File: config.mk
export PLATFORM = sky130hd
export DESIGN_NAME = uart_rx_os16
export DESIGN_NICKNAME = d
export VERILOG_FILES = /design/src/rtl/uart_rx_os16.sv
export SDC_FILE = /design/constraint.sdc
export NUM_CORES = 1
export LEC_CHECK = 0
export ABC_CLOCK_PERIOD_IN_PS = 1600
export BUFFER_PORTS_ARGS = -buffer_cell sky130_fd_sc_hd__buf_2
export CORE_MARGIN = 5
export CORE_UTILIZATION = 45
export DETAILED_ROUTE_END_ITERATION = 6
export PLACE_DENSITY = 0.65
export SLEW_MARGIN = 0
export SYNTH_ARGS = -nofsm -noshare
export SYNTH_HDL_FRONTEND = slang
export SYNTH_SLANG_ARGS = --single-unit
File: constraint.sdc
create_clock -name clk -period 1.6 [get_ports clk]
set_input_delay 0.32 -clock clk [delete_from_list [all_inputs] [get_ports clk]]
set_output_delay 0.32 -clock clk [all_outputs]
set_load 0.02 [all_outputs]
File: src/rtl/uart_rx_os16.sv
// 8N1 UART receiver with 16x oversampling and 2-of-3 majority voting at the bit centre.
// Holds one received byte behind out_RXNE and reports overrun and framing errors.
//
// state     | meaning
// ----------+----------------------------------------------------------
// IDLE      | line idle, waiting for a falling edge on s_rx
// START     | qualifying the start bit (glitch rejection at sample 9)
// DATA      | shifting in 8 data bits, LSB first
// STOP      | sampling the stop bit and committing the byte at sample 9
// WAIT_HIGH | stop bit was low (break); hold off until the line is high
module uart_rx_os16 #(
   parameter int CLK_FREQ   = 100000000,
   parameter int BAUD       = 115200,
   parameter int OVERSAMPLE = 16
) (
   input  logic       clk,
   input  logic       rst,
   input  logic       in_signal,
   output logic [7:0] out_word,
   output logic       out_RXNE,
   input  logic       in_RXNE_clear,
   output logic       out_Rx_ORE,
   output logic       out_Rx_FE,
   output logic       out_busy
);

   localparam int DIV = CLK_FREQ / (BAUD * OVERSAMPLE);
   localparam int CW  = $clog2(DIV);
   localparam logic [CW-1:0] TICK_LAST = CW'(DIV - 1);

   typedef enum logic [2:0] {
      IDLE      = 3'd0,
      START     = 3'd1,
      DATA      = 3'd2,
      STOP      = 3'd3,
      WAIT_HIGH = 3'd4
   } state_t;

   state_t         state;
   logic           rx_meta;
   logic           s_rx;
   logic           prev_rx;
   logic [CW-1:0]  tick_cnt;
   logic [3:0]     samp_cnt;
   logic [2:0]     bit_idx;
   logic [7:0]     shreg;
   logic           vote7;
   logic           vote8;

   logic           tick;
   logic           at_s9;
   logic           at_s15;
   logic           maj;
   logic           in_frame;
   logic           commit;

   always_comb begin
      tick     = (tick_cnt == TICK_LAST);
      at_s9    = tick && (samp_cnt == 4'd9);
      at_s15   = tick && (samp_cnt == 4'd15);
      // sample 9 itself is taken live from s_rx
      maj      = (vote7 & vote8) | (vote7 & s_rx) | (vote8 & s_rx);
      in_frame = (state == START) || (state == DATA) || (state == STOP);
      commit   = (state == STOP) && at_s9;
   end

   always_ff @(posedge clk) begin
      if (rst) begin
         rx_meta    <= 1'b1;
         s_rx       <= 1'b1;
         prev_rx    <= 1'b1;
         tick_cnt   <= '0;
         samp_cnt   <= '0;
         bit_idx    <= '0;
         shreg      <= '0;
         vote7      <= 1'b1;
         vote8      <= 1'b1;
         state      <= IDLE;
         out_word   <= '0;
         out_RXNE   <= 1'b0;
         out_Rx_ORE <= 1'b0;
         out_Rx_FE  <= 1'b0;
         out_busy   <= 1'b0;
      end else begin
         rx_meta <= in_signal;
         s_rx    <= rx_meta;
         prev_rx <= s_rx;

         if (tick) begin
            tick_cnt <= '0;
         end else begin
            tick_cnt <= tick_cnt + 1'b1;
         end

         if (in_frame && tick) begin
            samp_cnt <= samp_cnt + 4'd1;
            if (samp_cnt == 4'd7) vote7 <= s_rx;
            if (samp_cnt == 4'd8) vote8 <= s_rx;
         end

         if (in_RXNE_clear && out_RXNE && !commit) begin
            out_RXNE   <= 1'b0;
            out_Rx_ORE <= 1'b0;
            out_Rx_FE  <= 1'b0;
         end

         case (state)
            IDLE: begin
               if (prev_rx && !s_rx) begin
                  state    <= START;
                  tick_cnt <= '0;
                  samp_cnt <= '0;
                  out_busy <= 1'b1;
               end
            end

            START: begin
               if (at_s9 && maj) begin
                  state    <= IDLE;
                  out_busy <= 1'b0;
               end else if (at_s15) begin
                  state   <= DATA;
                  bit_idx <= '0;
               end
            end

            DATA: begin
               if (at_s9) begin
                  shreg <= {maj, shreg[7:1]};
               end
               if (at_s15) begin
                  if (bit_idx == 3'd7) begin
                     state <= STOP;
                  end else begin
                     bit_idx <= bit_idx + 3'd1;
                  end
               end
            end

            STOP: begin
               if (commit) begin
                  // a pending unread byte wins unless it is being read this cycle
                  if (!out_RXNE || in_RXNE_clear) begin
                     out_word  <= shreg;
                     out_RXNE  <= 1'b1;
                     out_Rx_FE <= ~maj;
                  end else begin
                     out_Rx_ORE <= 1'b1;
                  end
                  state    <= maj ? IDLE : WAIT_HIGH;
                  out_busy <= 1'b0;
               end
            end

            WAIT_HIGH: begin
               if (s_rx) begin
                  state <= IDLE;
               end
            end

            default: begin
               state    <= IDLE;
               out_busy <= 1'b0;
            end
         endcase
      end
   end

endmodule
==> flow_summary.json, run 1 <==
{
  "mostFrequentLayoutCells": "dfxtp_1 (32), buf_4 (32), nor2_1 (29)",
  "die_h_um": 76.6,
  "cts.sinks": 41,
  "yosys_most_used_dff": "dfxtp_1",
  "status": "finished with violations",
  "drc": 0,
  "ys_ff_latch": 41,
  "cts_hold_repair.buffers": 0,
  "peakVddDrop_mv": 0.475,
  "top_usage_layer": "met2",
  "drv_cap": 0,
  "dr.pass1.iters": 4,
  "cts_root_buf": "clkbuf_8",
  "setup_viol": 4,
  "syn_to_final_growth_pct": 32.6,
  "slew_headroom": 0.810,
  "synthSimpleGateAreaFrac": 0.254,
  "reg2regPathDepth": 6,
  "async_flop_share": 0,
  "fin_crit_ns": 1.69,
  "power.density_nw_per_um2": 814,
  "fmax_ghz": 0.592,
  "syn_area_sq_um": 1990,
  "ios": 16,
  "met1_usage": 0.211,
  "slew_violations": 0,
  "ys_warn_count": 0,
  "worstPathArrival_ns": 1.88,
  "reg2reg_to": "state[0]$_SDFFE_PP0P_",
  "synth-edff-count": 0,
  "numCtsBuffers": 5,
  "rr_startpoint": "bit_idx[0]$_SDFFE_PP0P_",
  "tightest_slew_ns": 0.283,
  "fin_util": 0.612,
  "use_met2": 0.227,
  "gp_congestion": 0.886,
  "setup_slack_ns": -0.0899,
  "syn_area_per_cell_sq_um": 9.63,
  "clk_latency_ns": 0.29,
  "diodes": 0,
  "track_usage": 0.153,
  "port_buffers": 15,
  "drive_gt1_frac": 0.422,
  "ctsHtreeMaxLevel": 2,
  "fp-row-count": 24,
  "endpoint_kind": "flip-flop",
  "grt_pass1_vias": 1524,
  "synth-adder-area-share": 0.0489,
  "post_synth_num_cell_types": 50,
  "nets": 267,
  "grt_overflow_total": 0,
  "synthCells": 207,
  "use_met3": 0.0414,
  "post-route-period-util": 1.06,
  "fin_worst_skew_ns": 0.00867,
  "pre_cts_ws_ns": -0.185,
  "hold_path_class": "in2reg",
  "muxShareOfSynthArea": 0.111,
  "n_fill_cell": 383,
  "die_w_um": 76.6,
  "antenna_found_initial": 0,
  "die_area_sq_um": 5860,
  "cp-startpoint": "bit_idx[0]$_SDFFE_PP0P_",
  "critPathMaxFanout": 3,
  "drt_first_iter_violations": 53,
  "synth_nets": 218,
  "cp-endpoint": "state[0]$_SDFFE_PP0P_",
  "synth_top_family_by_area": "simple AND/OR/NAND/NOR gates",
  "core_area_sq_um": 4320,
  "power.leakage_nw": 1.16,
  "p_total_w": 0.00215,
  "via_per_inst": 5.29,
  "place_hpwl_um": 3090,
  "crit_type": "reg2reg",
  "wirelength_um": 4310,
  "grt_max_degree": 20,
  "rsz0062_at_grt": "yes",
  "wire_per_inst_um": 14.0,
  "cts.path.max_buffers": 2,
  "seq_area_frac_synth": 0.412,
  "path_clk_slew_ns": 0.08,
  "failed_checks": "setup timing",
  "cp.required_ns": 1.79,
  "grt_pass1_wl_um": 7320,
  "dr_total_vias": 1628,
  "initial_core_util": 0.461,
  "worstSetupStartpointType": "flip-flop",
  "ant_nets": 0,
  "hold_ws_ns": 0.207,
  "synth-xor-area-share": 0.0263,
  "hold_viol": 0,
  "finalSetupTns_ns": -0.112,
  "r2r_setup_slack_ns": -0.09,
  "synth-compound-area-share": 0.103,
  "cts_tree": "yes"
}
-- how the worst min path moves through the flow --
stage	endpoint	start	slack [ns]	depth (start not counted)
6_report	rx_meta$_SDFF_PP1_	in_signal	0.21	2
3_3_place_gp	s_rx$_SDFF_PP1_	rx_meta$_SDFF_PP1_	0.40	1
2_1_floorplan	s_rx$_SDFF_PP1_	rx_meta$_SDFF_PP1_	0.39	1
5_1_grt	rx_meta$_SDFF_PP1_	in_signal	0.19	2
3_5_place_dp	s_rx$_SDFF_PP1_	rx_meta$_SDFF_PP1_	0.40	1
4_1_cts	rx_meta$_SDFF_PP1_	in_signal	0.20	2
-- Yosys cell counts (5+ instances only) --
cell type,count,area (sq um)
nand2_1,7,26.3
mux2i_1,21,210
ha_1,7,87.6
o21ai_0,5,25.0
nand3_1,6,30.0
nand4_1,7,43.8
a21oi_1,7,35.0
nor2_1,29,109
inv_1,8,30.0
dfxtp_1,41,821
clkbuf_1,5,18.8
-- metal layers --
layer  routed length [um]  up-vias  share of wire
met1                 2120      774           0.49
met4                   46        0          0.011
li1                     -      832              -
met5                    0        -              0
met3                  136        4          0.032
met2                 2010       18           0.47
-- critical path: stages (launching register included) --
cell      delay (ns)
dfxtp_2         0.36
ha_4            0.14
ha_4            0.11
nor4b_2         0.05
o32a_1          0.34
a221oi_2        0.26
mux2_4          0.33
-- sequential cells by signal, indices dropped and copies added, names as in the netlist --
signal / flops
bit_idx: 3
out_RXNE: 1
out_Rx_FE: 1
out_Rx_ORE: 1
out_busy: 1
out_word: 8
prev_rx: 1
rx_meta: 1
s_rx: 1
samp_cnt: 4
shreg: 8
state: 3
tick_cnt: 6
vote7: 1
vote8: 1
-- area by class of cell --
type	count	area, sq um	area share
Inverter	8	32.5	0.0123
Clock buffer	5	68.8	0.0260
Sequential cell	41	835	0.316
Clock inverter	2	35.0	0.0132
Timing Repair Buffer	52	372	0.140
Tap cell	52	65.1	0.0246
Multi-Input combinational cell	148	1240	0.468
-- kinds of logic (layout without fill, tap and decap cells) --
| group | after synthesis | in the layout |
|---|---|---|
| and+or+nand+nor | 83 | 83 |
| DFF | 41 | 41 |
| AOI/OAI and AO/OA | 29 | 29 |
| muxes | 22 | 22 |
| buffers and inverters | 18 | 67 |
| adders and majority gates | 8 | 8 |
| xor gates and xnor gates | 6 | 6 |
-- stage by stage --
stage                     instance area, sq um  instances
after floorplan                           2010        207
after global placement                    2360        300
after detailed placement                  2360        300
after CTS                                 2530        307
after global routing                      2650        308
final                                     2650        308
-- timing repair --
action	4_1_cts	5_1_grt
endpoints found under the setup margin	18	32
pin swaps	6	9
hold endpoints to repair	0	0
resized for setup	18	26
buffers inserted	1	2
-- where the power goes --
group / internal [W] / switching, W / total [W] / leakage (nW)
combinational: 0.000142 / 0.000130 / 0.000271 / 0.772
sequential: 0.00104 / 0.0000299 / 0.00107 / 0.336
clock: 0.000454 / 0.000353 / 0.000806 / 0.0540
total: 0.00164 / 0.000512 / 0.00215 / 1.16
Power figures use the tool's default switching activity.
==> inputs of run 2 (changes only) <==
--- a/config.mk
+++ b/config.mk
@@ -5,12 +5,12 @@
 export SDC_FILE = /design/constraint.sdc
 export NUM_CORES = 1
 export LEC_CHECK = 0
+export ABC_AREA = 1
 export ABC_CLOCK_PERIOD_IN_PS = 1600
-export BUFFER_PORTS_ARGS = -buffer_cell sky130_fd_sc_hd__buf_2
 export CORE_MARGIN = 5
 export CORE_UTILIZATION = 45
 export DETAILED_ROUTE_END_ITERATION = 6
-export PLACE_DENSITY = 0.65
+export DONT_BUFFER_PORTS = 1
 export SLEW_MARGIN = 0
 export SYNTH_ARGS = -nofsm -noshare
 export SYNTH_HDL_FRONTEND = slang
==> run 2 against run 1 <==
Effect of this change:
- die area shrank 9.0%
- fmax grew 6.8%
- via count shrank 10%
- largest cell class unchanged
- clock power grew 6.3%
- routed wire length shrank 18%
- worst setup slack gained 0.11 ns
- global-route usage shrank 1.7 points
- the flow now finishes without violations
- final cell count shrank 0.97%
- utilization shrank 5.3 points
==> flow_summary.json, run 2 <==
{
  "grt_pass1_wl_um": 5700,
  "hold_path_class": "in2reg",
  "drive_gt1_frac": 0.259,
  "synth_top_cells_by_area": "dfxtp_1 (46%), nor2_1 (8.0%), nand2_1 (7.6%), a21oi_1 (6.7%), inv_1 (5.0%)",
  "critPathMaxFanout": 5,
  "async_flop_share": 0,
  "synthCells": 236,
  "seq_area_frac_synth": 0.459,
  "track_usage": 0.136,
  "cts_tree": "yes",
  "grt_pass1_vias": 1340,
  "peakVddDrop_mv": 0.681,
  "slew_violations": 0,
  "numCtsBuffers": 5,
  "synth_most_common_cell": "dfxtp_1",
  "rr_startpoint": "tick_cnt[1]$_SDFF_PP0_",
  "worstPathArrival_ns": 1.81,
  "nets": 265,
  "post-route-period-util": 0.989,
  "path_clk_slew_ns": 0.08,
  "ant_nets": 0,
  "ys_warn_count": 0,
  "fin_crit_ns": 1.58,
  "initial_core_util": 0.457,
  "via_per_inst": 4.80,
  "endpoint_kind": "flip-flop",
  "hold_viol": 0,
  "cts_root_buf": "clkbuf_8",
  "power.leakage_nw": 0.861,
  "wirelength_um": 3530,
  "core_area_sq_um": 3910,
  "synth-edff-count": 0,
  "drt_first_iter_violations": 43,
  "cts.sinks": 41,
  "fin_worst_skew_ns": 0.00423,
  "worstSetupStartpointType": "flip-flop",
  "ys_ff_latch": 41,
  "rsz0062_at_grt": "yes",
  "drv_cap": 0,
  "final_common_cell": "dfxtp_1",
  "syn_area_per_cell_sq_um": 7.58,
  "grt_overflow_total": 0,
  "diodes": 0,
  "cp-startpoint": "tick_cnt[1]$_SDFF_PP0_",
  "reg2regPathDepth": 13,
  "mostFrequentLayoutCells": "dfxtp_1 (39), nor2_1 (36), nand2_1 (29)",
  "wire_per_inst_um": 11.6,
  "synth_top_area_frac": 0.459,
  "power.density_nw_per_um2": 1140,
  "ctsHtreeMaxLevel": 2,
  "status": "finished clean",
  "slew_headroom": 0.755,
  "ios": 16,
  "die_w_um": 73.1,
  "drc": 0,
  "place_hpwl_um": 2300,
  "synth_commonest_cells": "dfxtp_1 (41), nor2_1 (38), nand2_1 (36)",
  "yosys_most_used_dff": "dfxtp_1",
  "setup_viol": 0,
  "syn_area_sq_um": 1790,
  "r2r_setup_slack_ns": 0.02,
  "hp-start": "rst",
  "dr_total_vias": 1463,
  "crit_type": "reg2reg",
  "tightest_slew_ns": 0.366,
  "cp.required_ns": 1.83,
  "die_area_sq_um": 5340,
  "reg_top3": "out_word: 8 flops, shreg: 8 flops, tick_cnt: 6 flops",
  "n_fill_cell": 367,
  "fin_util": 0.559,
  "p_total_w": 0.00249,
  "port_buffers": 0,
  "gp_congestion": 0.811,
  "clk_latency_ns": 0.29,
  "dr.pass1.iters": 4,
  "synth_nets": 247,
  "whs_path_depth": 1,
  "cts_hold_repair.buffers": 0,
  "min_to": "out_word[6]$_SDFFE_PP0P_",
  "grt_max_degree": 19,
  "fmax_ghz": 0.632,
  "antenna_found_initial": 0,
  "die_h_um": 73.1,
  "fp-row-count": 23,
  "reg2reg_to": "state[1]$_SDFFE_PP0P_",
  "post_synth_num_cell_types": 28,
  "cts.path.max_buffers": 2,
  "synth_area_leader_cell": "dfxtp_1",
  "syn_to_final_growth_pct": 22.2
}
==> run 2: changes by cell type after synthesis, sizes merged, moves of 4 or more <==
cell,previous run,this run
nand4,7,2
nor2,29,41
inv,8,32
a21oi,7,25
o21ai,5,12
nand3,7,13
mux2i,21,0
a211oi,0,4
nand2,7,40
==> run 2: power breakdown <==
group	internal (W)	total [W]	switching [W]	leakage (nW)
Clock	0.000507	0.000857	0.000350	0.0574
Combinational	0.000191	0.000525	0.000334	0.471
Sequential	0.00107	0.00111	0.0000460	0.333
==> run 2: cells by family after synthesis <==
| family | synth area share |
|---|---|
| xor+xnor | 0.0196 |
| fa+ha+maj | 0.0489 |
| flops | 0.459 |
| buf+inv | 0.0853 |
| compound gates | 0.127 |
| simple gates | 0.261 |
==> run 2: area by class of cell <==
cell class / instances / area [sq um] / share of cell area
clock buffers: 6 / 82.6 / 0.0378
multi-input cells: 158 / 936 / 0.428
clock inverters: 2 / 37.5 / 0.0172
flip-flops and latches: 41 / 823 / 0.376
repair buffers: 16 / 120 / 0.0549
well taps: 50 / 62.6 / 0.0286
inverters: 32 / 125 / 0.0572
==> run 2: worst max-delay path, stage by stage (launching register included) <==
cell	delay (ns)
dfxtp_2	0.34
inv_2	0.06
ha_4	0.13
nand3_4	0.06
nor2_4	0.17
buf_4	0.15
nand2_2	0.05
nand2_2	0.07
nand3_2	0.10
nand2_2	0.12
nand2_2	0.08
nand2_1	0.06
nand2_1	0.05
nor2_1	0.07
==> run 2: how the worst max path moves through the flow <==
stage | to | slack, ns
floorplan | out_word[0]$_SDFFE_PP0P_ | 0.11
global placement | out_Rx_FE$_SDFF_PP0_ | 0.08
detailed placement | out_word[0]$_SDFFE_PP0P_ | 0.04
CTS | out_Rx_FE$_SDFF_PP0_ | 0.03
global route | state[1]$_SDFFE_PP0P_ | -0.1
finish | state[1]$_SDFFE_PP0P_ | 0.02
==> run 2: stage by stage <==
stage | cell area (sq um) | instances | setup TNS, ns | hold slack (ns) | worst slack (ns)
CTS | 2020 | 299 | 0 | 0.0786 | 0.0289
detailed placement | 1900 | 291 | 0 | 0.394 | 0.0398
floorplan | 1790 | 236 | 0 | 0.389 | 0.115
global route | 2190 | 305 | -0.472 | 0.0657 | -0.0989
global placement | 1900 | 291 | 0 | 0.392 | 0.0816
finish | 2190 | 305 | 0 | 0.0854 | 0.0181
==> run 2: timing repair <==
action | 4_1_cts | 5_1_grt
resized for setup | 0 | 29
setup buffers | 0 | 5
endpoints found under the setup margin | 0 | 19
==> run 2: layer usage <==
| layer | track usage | vias to the layer above | part of all wire | wire length [um] |
|---|---|---|---|---|
| li1 | - | 785 | - | - |
| met4 | 0.0553 | 0 | 0.019 | 67 |
| met2 | 0.213 | 20 | 0.45 | 1600 |
| met1 | 0.171 | 650 | 0.48 | 1700 |
| met3 | 0.0468 | 8 | 0.045 | 158 |
| met5 | 0 | - | 0 | 0 |
==> inputs of run 3 (changes only) <==
--- a/config.mk
+++ b/config.mk
@@ -5,7 +5,6 @@
 export SDC_FILE = /design/constraint.sdc
 export NUM_CORES = 1
 export LEC_CHECK = 0
-export ABC_AREA = 1
 export ABC_CLOCK_PERIOD_IN_PS = 1600
 export CORE_MARGIN = 5
 export CORE_UTILIZATION = 45
==> run 3 against run 2 <==
Effect of this change:
- register-to-register slack got worse by 0.13 ns
- count of clock-buffer cells in the layout unchanged
- combinational power decreased by 51%
- worst setup slack got worse by 0.13 ns
- routed wire length increased by 26%
- total power decreased by 20%
- the run now ends with setup timing left
- clock skew increased by 0.0041 ns
- flip-flop and latch count unchanged
- fmax decreased by 7.7%
- critical path type unchanged
==> flow_summary.json, run 3 (synthesis results as in run 1) <==
{
  "status": "finished with violations",
  "failed_checks": "setup timing",
  "dr.pass1.iters": 4,
  "hold_path_class": "in2reg",
  "drv_cap": 0,
  "fp-row-count": 24,
  "die_area_sq_um": 5860,
  "power.leakage_nw": 1.07,
  "fmax_ghz": 0.584,
  "reg_top3": "out_word: 8 flops, shreg: 8 flops, tick_cnt: 6 flops",
  "cts.path.max_buffers": 2,
  "die_h_um": 76.6,
  "fin_cells": 292,
  "ant_nets": 0,
  "cts_tree": "yes",
  "track_usage": 0.149,
  "diodes": 0,
  "p_total_w": 0.00200,
  "final_common_cell": "dfxtp_1",
  "wire_per_inst_um": 15.3,
  "fin_crit_ns": 1.71,
  "dpl_cell_area_sq_um": 2280,
  "rsz0062_at_grt": "yes",
  "port_buffers": 0,
  "setup_viol": 1,
  "hold_ws_ns": 0.0893,
  "drive_gt1_frac": 0.371,
  "endpoint_kind": "flip-flop",
  "path_clk_slew_ns": 0.08,
  "core_area_sq_um": 4320,
  "critPathMaxFanout": 2,
  "cpPeakStageDelay_ns": 0.36,
  "wirelength_um": 4460,
  "antenna_found_initial": 0,
  "post-route-period-util": 1.07,
  "grt_overflow_total": 0,
  "hold_viol": 0,
  "nets": 251,
  "worstSetupStartpointType": "flip-flop",
  "gp_congestion": 0.822,
  "initial_core_util": 0.461,
  "dr_total_vias": 1598,
  "slew_headroom": 0.787,
  "cpMaxStageDelayCell": "dfxtp_2",
  "grt_pass1_wl_um": 7270,
  "fin_area_sq_um": 2540,
  "mostFrequentLayoutCells": "dfxtp_1 (32), nor2_1 (29), buf_4 (29)",
  "ios": 16,
  "clk_latency_ns": 0.29,
  "peakVddDrop_mv": 0.588,
  "place_hpwl_um": 3200,
  "crit_top_cell": "ha_4",
  "drc": 0,
  "slew_violations": 0,
  "numCtsBuffers": 5,
  "grt_pass1_vias": 1586,
  "crit_type": "reg2reg",
  "setup_slack_ns": -0.113,
  "place_inst": 284,
  "ctsHtreeMaxLevel": 2,
  "cp.required_ns": 1.78,
  "worstPathArrival_ns": 1.89,
  "crit_chain": "ha_4 -> ha_4 -> nor4b_2 -> o32a_1 -> a221oi_2 -> mux2_4",
  "via_per_inst": 5.47,
  "cts.sinks": 41,
  "die_w_um": 76.6,
  "tightest_slew_ns": 0.318,
  "power.density_nw_per_um2": 787,
  "cts_hold_repair.buffers": 0,
  "fin_worst_skew_ns": 0.00836,
  "drt_first_iter_violations": 84,
  "syn_to_final_growth_pct": 27.5,
  "cts_root_buf": "clkbuf_8",
  "grt_max_degree": 31
}
run 3: critical path, delay by kind of cell, from the launching register on:
family	cells	cell delay, ns
fa+ha+maj	2	0.26
simple gates	1	0.05
compound gates	2	0.61
flops	1	0.36
mux	1	0.33
run 3: layout make-up:
cell class / instances / area [sq um]
multi-input combinational: 148 / 1220
clock inverter: 1 / 7.51
tap: 52 / 65.1
inverter: 8 / 32.5
sequential: 41 / 835
clock buffer: 6 / 82.6
timing repair buffer: 36 / 300
fill: 386 / 1780
run 3: final timing paths:
| check | endpoint | depth (start not counted) | from | slack, ns |
|---|---|---|---|---|
| max | state[0]$_SDFFE_PP0P_ | 6 | bit_idx[1]$_SDFFE_PP0P_ | -0.11 |
| min | state[2]$_SDFFE_PP0P_ | 1 | rst | 0.09 |
| max reg2reg | state[0]$_SDFFE_PP0P_ | 6 | bit_idx[1]$_SDFFE_PP0P_ | -0.11 |
| min reg2reg | s_rx$_SDFF_PP1_ | 1 | rx_meta$_SDFF_PP1_ | 0.42 |
run 3: through the flow:
stage / setup slack (ns) / util / setup TNS, ns
detailed placement: -0.196 / 0.527 / -0.455
global route: -0.121 / 0.588 / -0.893
finish: -0.113 / 0.588 / -0.113
global placement: -0.158 / 0.527 / -0.158
floorplan: -0.0798 / - / -0.643
CTS: -0.141 / 0.562 / -0.219
run 3: layer usage:
layer  vias up  GRT usage  share of wire  routed length, um
met4         0     0.0420          0.010                 46
li1        802          -              -                  -
met2        28      0.252           0.51               2290
met3         6     0.0473          0.044                198
met5         -          0              0                  0
met1       762      0.182           0.43               1920
run 3: timing repair:
action	CTS	global route
hold endpoints to repair	0	0
pin swaps	3	10
setup buffers	1	1
setup endpoints to repair	14	22
resized for setup	15	28
run 3: report_power, final:
part	leakage (nW)	total (W)	internal [W]	switching (W)
clock network	0.0433	0.000681	0.000341	0.000340
registers	0.336	0.00106	0.00104	0.0000206
logic	0.687	0.000259	0.000126	0.000133
